[src/rtl/des_round_ctrl.sv]
// DES round sequencer: loads the datapath, steps 16 Feistel rounds with key-schedule
// rotate amounts, performs the final half swap and holds the result until accepted.
module des_round_ctrl #(
   parameter int unsigned CNT_W = 16
) (
   input  logic             clk,
   input  logic             rst,
   input  logic             start,
   input  logic             decrypt,
   input  logic             abort,
   input  logic             out_ready,
   output logic             in_ready,
   output logic             load,
   output logic             round_en,
   output logic [3:0]       round_idx,
   output logic [1:0]       key_shift,
   output logic             key_dir,
   output logic             final_swap,
   output logic             out_valid,
   output logic             busy,
   output logic [CNT_W-1:0] blk_cnt
);

   localparam int unsigned IDX_W = 4;
   localparam int unsigned KS_W  = 2;
   localparam logic [IDX_W-1:0] LAST_ROUND = IDX_W'(15);

   typedef enum logic [2:0] {
      S_IDLE  = 3'd0,
      S_LOAD  = 3'd1,
      S_ROUND = 3'd2,
      S_FINAL = 3'd3,
      S_OUTV  = 3'd4
   } state_t;

   state_t             r_state;
   state_t             w_state_nxt;
   logic               r_mode;
   logic               w_mode_nxt;
   logic [IDX_W-1:0]   r_round_idx;
   logic [IDX_W-1:0]   w_idx_nxt;
   logic               w_cnt_inc;
   logic [CNT_W-1:0]   r_blk_cnt;
   logic               r_in_ready;
   logic               r_busy;
   logic               r_load;
   logic               r_round_en;
   logic               r_final_swap;
   logic               r_out_valid;
   logic [KS_W-1:0]    r_key_shift;

   // Key-half rotate amount for a round; decrypt skips the rotate before its first round.
   function automatic logic [KS_W-1:0] f_key_shift(input logic             rnd,
                                                   input logic             dec,
                                                   input logic [IDX_W-1:0] idx);
      logic [KS_W-1:0] ks;
      ks = KS_W'(0);
      if (rnd) begin
         if (dec && (idx == IDX_W'(0))) begin
            ks = KS_W'(0);
         end else if ((idx == IDX_W'(0)) || (idx == IDX_W'(1)) ||
                      (idx == IDX_W'(8)) || (idx == LAST_ROUND)) begin
            ks = KS_W'(1);
         end else begin
            ks = KS_W'(2);
         end
      end
      return ks;
   endfunction

   always_ff @(posedge clk or negedge rst) begin
      if (!rst) begin
         r_state <= S_IDLE;
      end else begin
         r_state <= w_state_nxt;
      end
   end

   // Next state, mode latch, round counter and completion strobe.
   always_comb begin
      w_state_nxt = r_state;
      w_mode_nxt  = r_mode;
      w_idx_nxt   = IDX_W'(0);
      w_cnt_inc   = 1'b0;

      case (r_state)
         S_IDLE: begin
            if (start && !abort) begin
               w_state_nxt = S_LOAD;
               w_mode_nxt  = decrypt;
            end
         end
         S_LOAD: begin
            w_state_nxt = S_ROUND;
         end
         S_ROUND: begin
            if (r_round_idx == LAST_ROUND) begin
               w_state_nxt = S_FINAL;
            end
         end
         S_FINAL: begin
            w_state_nxt = S_OUTV;
         end
         S_OUTV: begin
            if (out_ready) begin
               w_state_nxt = S_IDLE;
               w_cnt_inc   = 1'b1;
            end
         end
         default: begin
            w_state_nxt = S_IDLE;
         end
      endcase

      // Cancel wins over everything, including an accepted result.
      if (abort && (r_state != S_IDLE)) begin
         w_state_nxt = S_IDLE;
         w_cnt_inc   = 1'b0;
      end

      if ((r_state == S_ROUND) && (w_state_nxt == S_ROUND)) begin
         w_idx_nxt = r_round_idx + IDX_W'(1);
      end
   end

   // Outputs are registered from the next-state decode so they change only on clk.
   always_ff @(posedge clk or negedge rst) begin
      if (!rst) begin
         r_mode       <= 1'b0;
         r_round_idx  <= IDX_W'(0);
         r_blk_cnt    <= CNT_W'(0);
         r_in_ready   <= 1'b1;
         r_busy       <= 1'b0;
         r_load       <= 1'b0;
         r_round_en   <= 1'b0;
         r_final_swap <= 1'b0;
         r_out_valid  <= 1'b0;
         r_key_shift  <= KS_W'(0);
      end else begin
         r_mode       <= w_mode_nxt;
         r_round_idx  <= w_idx_nxt;
         if (w_cnt_inc) begin
            r_blk_cnt <= r_blk_cnt + CNT_W'(1);
         end
         r_in_ready   <= (w_state_nxt == S_IDLE);
         r_busy       <= (w_state_nxt != S_IDLE);
         r_load       <= (w_state_nxt == S_LOAD);
         r_round_en   <= (w_state_nxt == S_ROUND);
         r_final_swap <= (w_state_nxt == S_FINAL);
         r_out_valid  <= (w_state_nxt == S_OUTV);
         r_key_shift  <= f_key_shift(w_state_nxt == S_ROUND, w_mode_nxt, w_idx_nxt);
      end
   end

   assign in_ready   = r_in_ready;
   assign busy       = r_busy;
   assign load       = r_load;
   assign round_en   = r_round_en;
   assign round_idx  = r_round_idx;
   assign key_shift  = r_key_shift;
   assign key_dir    = r_mode;
   assign final_swap = r_final_swap;
   assign out_valid  = r_out_valid;
   assign blk_cnt    = r_blk_cnt;

endmodule

[config.mk]
export PLATFORM = sky130hd
export DESIGN_NAME = des_round_ctrl
export DESIGN_NICKNAME = d
export VERILOG_FILES = /design/src/rtl/des_round_ctrl.sv
export SDC_FILE = /design/constraint.sdc
export NUM_CORES = 1
export LEC_CHECK = 0
export ABC_AREA = 1
export BUFFER_PORTS_ARGS = -buffer_cell sky130_fd_sc_hd__buf_2
export CORE_MARGIN = 2
export CORE_UTILIZATION = 52
export CTS_BUF_LIST = sky130_fd_sc_hd__clkbuf_16
export CTS_CLUSTER_SIZE = 14
export DETAILED_ROUTE_END_ITERATION = 16
export HOLD_SLACK_MARGIN = 0.1
export PLACE_DENSITY = 0.78
export RECOVER_POWER = 100
export SLEW_MARGIN = 20
export SYNTH_ARGS = -nofsm -noshare
export SYNTH_HDL_FRONTEND = slang
export SYNTH_SLANG_ARGS = --single-unit
export TNS_END_PERCENT = 20
[constraint.sdc]
create_clock -name clk -period 1.7 [get_ports clk]
set_input_delay 0.17 -clock clk [delete_from_list [all_inputs] [get_ports clk]]
set_output_delay 0.17 -clock clk [all_outputs]
set_load 0.03 [all_outputs]
==> impl_metrics.py, run 1 <==
metrics = {
    "synth": {
        "synthCells": 157,
        "synth_fa_ha_area_frac": 0.0168,
        "synth_top_area_share": 0.520,
        "synth.largest_area_cell": "dfrtp_1",
        "yosys.cell_types.count": 20,
        "synth.top_cells.by_area": "dfrtp_1 52%, nand2_1 9.1%, inv_1 5.5%",
        "async_flop_share": 1.00,
        "ys.flop_type": "dfrtp_1",
        "synth_top_family_by_area": "simple AND/OR/NAND/NOR gates",
        "syn_nets": 165,
        "synth_area_um2": 1490,
        "ys_ff_latch": 32,
        "synth_xor_area_frac": 0.0940,
        "synth_edf_count": 0,
        "muxShareOfSynthArea": 0,
        "synth_most_common_cell": "nand2_1",
        "yosysSeqAreaShare": 0.538,
        "synthTopCellsByCount": "36 x nand2_1, 31 x dfrtp_1, 22 x inv_1",
        "synth_compound_area_frac": 0.0151,
        "yosys_warnings": 0,
        "synthSimpleGateAreaFrac": 0.270,
        "postSynthAreaPerCell_um2": 9.50,
    },
    "power": {
        "power_density_nw_per_um2": 1130,
        "p_total_uw": 2070,
        "p_leak_uw": 0.000965,
        "peakVddDrop_mv": 1.16,
    },
    "setup_path": {
        "slowest_stage": "dfrtp_1",
        "crit_path_frequent_cell": "nand2_1",
        "max_stage_delay_ns": 0.40,
        "critPathLaunchType": "flip-flop",
        "regToRegSetupSlack_ns": 0.13,
        "reg2reg_to": "key_shift[0]$_DFF_PN0_",
        "r2r-start": "round_idx[0]$_DFF_PN0_",
        "cp_data_arrival_time_ns": 1.74,
        "rr_worst_depth": 11,
        "worstPathRequired_ns": 1.87,
        "cp_cell_sequence": "ha_1 > nand2_1 > nor2_1 > nand2_1 > nand4_1 > inv_2 > nand2_1 > nor2_2 > nand3_1 > nand2_1 > nor2_1",
        "crit_type": "flip-flop to flip-flop",
        "crit_fanout": 3,
        "cp-end-kind": "flip-flop",
    },
    "routing": {
        "viasPerCell": 4.91,
        "initialDrtViolationCount": 41,
        "wl_per_cell_um": 11.6,
        "totalWireLength_um": 2690,
        "drt_pass1_iterations": 5,
        "drc": 0,
        "vias": 1140,
        "postRouteAntennaNets": 0,
    },
    "sta": {
        "final.min_clock_period_ns": 1.57,
        "fmax_ghz": 0.636,
        "finalSetupViolCount": 0,
        "tightest_slew_ns": 0.766,
        "layout_worst_path_cycle_share": 0.924,
        "finalHoldViolCount": 0,
        "setup_slack_ns": 0.129,
        "slew_headroom": 0.489,
        "finalSetupTns_ns": 0,
        "skew_ns": 0.00232,
        "grt_setup_unrepaired": "false",
        "slew_viol_final": 0,
    },
    "finish": {
        "nets": 208,
        "drive_above_1_share": 0.154,
        "syn_to_final_growth_pct": 23.5,
        "diodes": 0,
    },
    "worst_hold_path": {
        "min_from": "decrypt",
        "holdPathStages": 3,
        "min_to": "key_dir$_DFF_PN0_",
        "min_path_type": "input pin to flip-flop",
    },
    "die": {
        "die_area_um2": 3310,
        "die_height_um": 57.6,
        "initial_core_util": 0.546,
        "rows": 19,
        "die_x_um": 57.6,
        "io_pins": 35,
        "core_area_um2": 2730,
    },
    "cts": {
        "cts_root_buf": "clkbuf_16",
        "cts_tree": "done",
        "clk_latency_ns": 0.28,
        "cts_inserted_buffers": 5,
        "htree_levels": 2,
        "clock-sinks": 32,
        "clkTransAtPathRegs_ns": 0.05,
        "clockBufferDepth": 2,
    },
    "status": {
        "status": "finished clean",
    },
    "placement": {
        "post-place-ws_ns": 0.104,
        "port_buffers": 34,
        "gp_congestion": 0.799,
        "dp_hpwl_um": 1930,
    },
    "global_route": {
        "grt_max_degree": 33,
        "grt.total_usage": 0.177,
        "grt_pass1_wl_um": 4330,
        "grt_antenna_before_repair": 0,
        "grt_overflow_total": 0,
        "grt_pass1_vias": 1036,
    },
    "job": {
        "drv_cap": 0,
    },
}
==> routing by layer <==
layer,global-route usage,vias up,part of all wire
met1,0.214,520,0.42
met2,0.263,44,0.48
met5,0,-,0
met3,0.0771,7,0.079
li1,-,569,-
met4,0.0997,0,0.027
==> through the flow <==
| step | instance area [um^2] | instances | utilization | hold WS, ns |
|---|---|---|---|---|
| after CTS | 1870 | 231 | 0.685 | 0.123 |
| after floorplan | 1490 | 157 | - | -0.126 |
| final | 1840 | 232 | 0.674 | 0.121 |
| after global placement | 1700 | 222 | 0.622 | 0.246 |
| after global routing | 1840 | 232 | 0.674 | 0.158 |
| after detailed placement | 1700 | 222 | 0.622 | 0.251 |
==> state kept, by name, summed over array words and instances (netlist names) <==
register	cells
blk_cnt	16
round_idx	4
r_state	3
key_shift	2
busy	1
final_swap	1
in_ready	1
key_dir	1
load	1
out_valid	1
round_en	1
==> kinds of logic after synthesis <==
group                      Yosys count
DFF                                 32
adders and majority gates            2
and+or+nand+nor                     77
buffers and inverters               26
AOI/OAI and AO/OA                    4
xor gates and xnor gates            16
==> worst max-delay path: cells and delay by family, from the launching register on <==
family / cells / cell delay (ns)
adder cells (fa/ha/maj): 1 / 0.23
buffers and inverters: 1 / 0.10
flip-flops: 1 / 0.40
AND/OR/NAND/NOR: 9 / 0.72
==> worst max-delay path by stage <==
stage	start	to	slack [ns]	depth (start not counted)
after global routing	round_idx[0]$_DFF_PN0_	key_shift[0]$_DFF_PN0_	0.004	11
after detailed placement	round_idx[0]$_DFF_PN0_	key_shift[0]$_DFF_PN0_	0.10	11
after floorplan	round_idx[0]$_DFF_PN0_	key_shift[0]$_DFF_PN0_	0.09	11
after CTS	round_idx[0]$_DFF_PN0_	key_shift[0]$_DFF_PN0_	0.1	11
after global placement	round_idx[0]$_DFF_PN0_	key_shift[0]$_DFF_PN0_	0.19	11
final	round_idx[0]$_DFF_PN0_	key_shift[0]$_DFF_PN0_	0.13	11
==> timing repair <==
item | 4_1_cts | 5_1_grt
setup buffers | 0 | 1
endpoints found under the hold margin | 31 | 0
resized for setup | 0 | 3
hold buffers | 1 | 0
setup endpoints to repair | 0 | 1
==> final cells by class <==
type / count / area (um^2)
clock buffer: 5 / 125
clock inverter: 3 / 37.5
fill: 220 / 892
inverter: 26 / 98.8
multi-input combinational: 99 / 588
sequential: 32 / 802
tap: 31 / 38.8
timing repair buffer: 36 / 151
==> placed cells by master, fill, tap and decap left out, types with 2 or more instances in the layout <==
master     synthesis  routed
nand2_1           36      37
dfrtp_1           31      31
clkbuf_1           0      29
inv_1             22      21
nor2_1            13      13
xor2_1             9       9
nand3_1            7       7
nand4_1            7       7
xnor2_1            7       7
clkbuf_16          0       5
inv_2              3       4
nor2_2             4       4
nor2_4             4       4
buf_2              0       4
a21oi_1            2       2
nand3_4            2       2
nand2_2            3       2
ha_1               2       2
clkinv_1           0       2
==> report_power, final <==
| group | switching, uW | internal, uW |
|---|---|---|
| Clock | 307 | 680 |
| Combinational | 186 | 60.1 |
| Sequential | 31.7 | 808 |
| Total | 525 | 1550 |
No activity file was read; power rests on OpenSTA's default activity.
==> run 2: changes to the inputs <==
--- a/config.mk
+++ b/config.mk
@@ -7,14 +7,15 @@
 export LEC_CHECK = 0
 export ABC_AREA = 1
 export BUFFER_PORTS_ARGS = -buffer_cell sky130_fd_sc_hd__buf_2
-export CORE_MARGIN = 2
 export CORE_UTILIZATION = 52
 export CTS_BUF_LIST = sky130_fd_sc_hd__clkbuf_16
 export CTS_CLUSTER_SIZE = 14
 export DETAILED_ROUTE_END_ITERATION = 16
 export HOLD_SLACK_MARGIN = 0.1
+export MAX_ROUTING_LAYER = met4
 export PLACE_DENSITY = 0.78
 export RECOVER_POWER = 100
+export REMOVE_ABC_BUFFERS = 1
 export SLEW_MARGIN = 20
 export SYNTH_ARGS = -nofsm -noshare
 export SYNTH_HDL_FRONTEND = slang
==> run 2 against run 1 <==
  * Die area shrank 6.8%
  * Clock power decreased by 17%
  * Combinational power increased by 5%
  * Critical path type unchanged
==> impl_metrics.py, run 2 (synthesis results as in run 1) <==
metrics = {
    "finish": {
        "diodes": 0,
        "drive_above_1_share": 0.232,
        "syn_to_final_growth_pct": 24.8,
        "mostFrequentLayoutCell": "nand2_1",
        "layout_common_cells": "36 x nand2_1, 29 x dfrtp_1, 22 x inv_1, 22 x clkbuf_1",
        "largest_reg_flops": 16,
        "nets": 211,
    },
    "die": {
        "rows": 19,
        "die_height_um": 55.6,
        "die_x_um": 55.6,
        "die_area_um2": 3090,
        "initial_core_util": 0.546,
        "io_pins": 35,
        "core_area_um2": 2730,
    },
    "global_route": {
        "grt_pass1_wl_um": 4870,
        "grt_max_degree": 33,
        "grt_overflow_total": 0,
        "grt_antenna_before_repair": 0,
        "grt_pass1_vias": 1126,
        "grt.total_usage": 0.221,
    },
    "routing": {
        "initialDrtViolationCount": 55,
        "vias": 1167,
        "postRouteAntennaNets": 0,
        "viasPerCell": 4.99,
        "drt_pass1_iterations": 6,
        "totalWireLength_um": 2890,
        "wl_per_cell_um": 12.3,
        "drc": 0,
    },
    "setup_path": {
        "slowest_stage": "dfrtp_1",
        "cp-end-kind": "flip-flop",
        "cp_data_arrival_time_ns": 1.79,
        "rr_worst_depth": 11,
        "crit_type": "flip-flop to flip-flop",
        "r2r-start": "round_idx[1]$_DFF_PN0_",
        "crit_fanout": 3,
        "reg2reg_to": "key_shift[0]$_DFF_PN0_",
        "worstPathBufferInverterCount": 1,
        "crit_family": "simple AND/OR/NAND/NOR gates",
        "max_stage_delay_ns": 0.41,
        "regToRegSetupSlack_ns": 0.08,
        "cp_cell_sequence": "ha_2 > nand2_1 > nor2_1 > nand2_1 > nand4_1 > inv_2 > nand2_1 > nor2_2 > nand3_1 > nand2_1 > nor2_1",
        "critPathLaunchType": "flip-flop",
        "crit_path_frequent_cell": "nand2_1",
        "worstPathRequired_ns": 1.87,
    },
    "sta": {
        "tightest_slew_ns": 0.757,
        "timing.hold.ws_ns": 0.147,
        "layout_worst_path_cycle_share": 0.956,
        "finalHoldViolCount": 0,
        "setup_slack_ns": 0.0754,
        "final.min_clock_period_ns": 1.62,
        "fmax_ghz": 0.616,
        "slew_viol_final": 0,
        "slew_headroom": 0.495,
        "skew_ns": 0.00492,
        "finalSetupViolCount": 0,
    },
    "power": {
        "p_switching_uw": 525,
        "combinationalPowerShare": 0.135,
        "p_leak_uw": 0.000993,
        "pwr-share-clk": 0.428,
        "p_int_uw": 1400,
        "peakVddDrop_mv": 1.24,
        "power_density_nw_per_um2": 1030,
        "switching_share": 0.273,
        "seq_power_share": 0.437,
        "p_total_uw": 1920,
    },
    "cts": {
        "cts_inserted_buffers": 5,
        "clkTransAtPathRegs_ns": 0.05,
        "htree_levels": 2,
        "clock-sinks": 32,
        "clockBufferDepth": 2,
        "clk_latency_ns": 0.28,
        "cts_root_buf": "clkbuf_16",
        "cts_tree": "done",
    },
    "placement": {
        "dp_hpwl_um": 1950,
        "gp_congestion": 0.819,
        "port_buffers": 34,
        "post-place-ws_ns": 0.100,
    },
    "job": {
        "drv_cap": 0,
    },
    "worst_hold_path": {
        "min_path_type": "input pin to flip-flop",
        "min_from": "decrypt",
        "holdPathStages": 3,
        "min_to": "key_dir$_DFF_PN0_",
    },
    "status": {
        "status": "finished clean",
    },
}
[run 2: cell types whose count changed in the layout (fill, tap and decap cells not counted), sizes merged]
| cell | before | now |
|---|---|---|
| clkinv | 3 | 2 |
| clkbuf | 35 | 28 |
| buf | 5 | 15 |
| inv | 25 | 26 |
| bufinv | 1 | 0 |
[run 2: how the worst max path moves through the flow]
stage | from | end | slack [ns] | cells past startpoint
finish | round_idx[1]$_DFF_PN0_ | key_shift[0]$_DFF_PN0_ | 0.08 | 11
global route | round_idx[1]$_DFF_PN0_ | key_shift[0]$_DFF_PN0_ | -0.05 | 11
CTS | round_idx[0]$_DFF_PN0_ | key_shift[0]$_DFF_PN0_ | 0.09 | 11
detailed placement | round_idx[0]$_DFF_PN0_ | key_shift[0]$_DFF_PN0_ | 0.10 | 11
global placement | round_idx[0]$_DFF_PN0_ | key_shift[0]$_DFF_PN0_ | 0.19 | 11
floorplan | round_idx[0]$_DFF_PN0_ | key_shift[0]$_DFF_PN0_ | 0.09 | 11
[run 2: tightest hold or removal path, delay by kind of cell]
family / cells / cell delay, ns
AND/OR/NAND/NOR: 2 / 0.13
buffers and inverters: 1 / 0.07
[run 2: per-layer routing]
layer,up-vias,track usage,share of wire
met5,-,-,0
li1,571,-,-
met4,0,0.129,0.024
met1,555,0.254,0.42
met3,5,0.0890,0.064
met2,36,0.325,0.49
[run 2: final cells by class]
class                      count  area [um^2]
sequential                    32          805
fill                         232          872
tap                           31         38.8
multi-input combinational     99          603
timing repair buffer          39          183
clock buffer                   5          125
clock inverter                 2         8.76
inverter                      26         98.8
[run 2: per-stage QoR]
step	setup TNS (ns)	cells	cell area [um^2]	utilization
6_report	0	234	1860	0.681
5_1_grt	-0.0490	234	1860	0.681
4_1_cts	0	230	1840	0.675
3_5_place_dp	0	222	1700	0.622
3_3_place_gp	0	222	1700	0.622
2_1_floorplan	0	157	1490	-
[run 2: power groups by stage]
| stage | Clock [uW] | Combinational [uW] | Sequential (uW) |
|---|---|---|---|
| global placement | 0 | 248 | 849 |
| CTS | 848 | 258 | 840 |
| global route | 885 | 288 | 845 |
| floorplan | 0 | 98.3 | 925 |
| detailed placement | 0 | 254 | 851 |
| finish | 824 | 259 | 841 |
[run 2: repair_timing]
action | CTS | global route
hold endpoints to repair | 31 | 0
setup endpoints to repair | 0 | 2
buffers inserted | 0 | 4
hold buffers | 1 | 0
resized for setup | 0 | 7
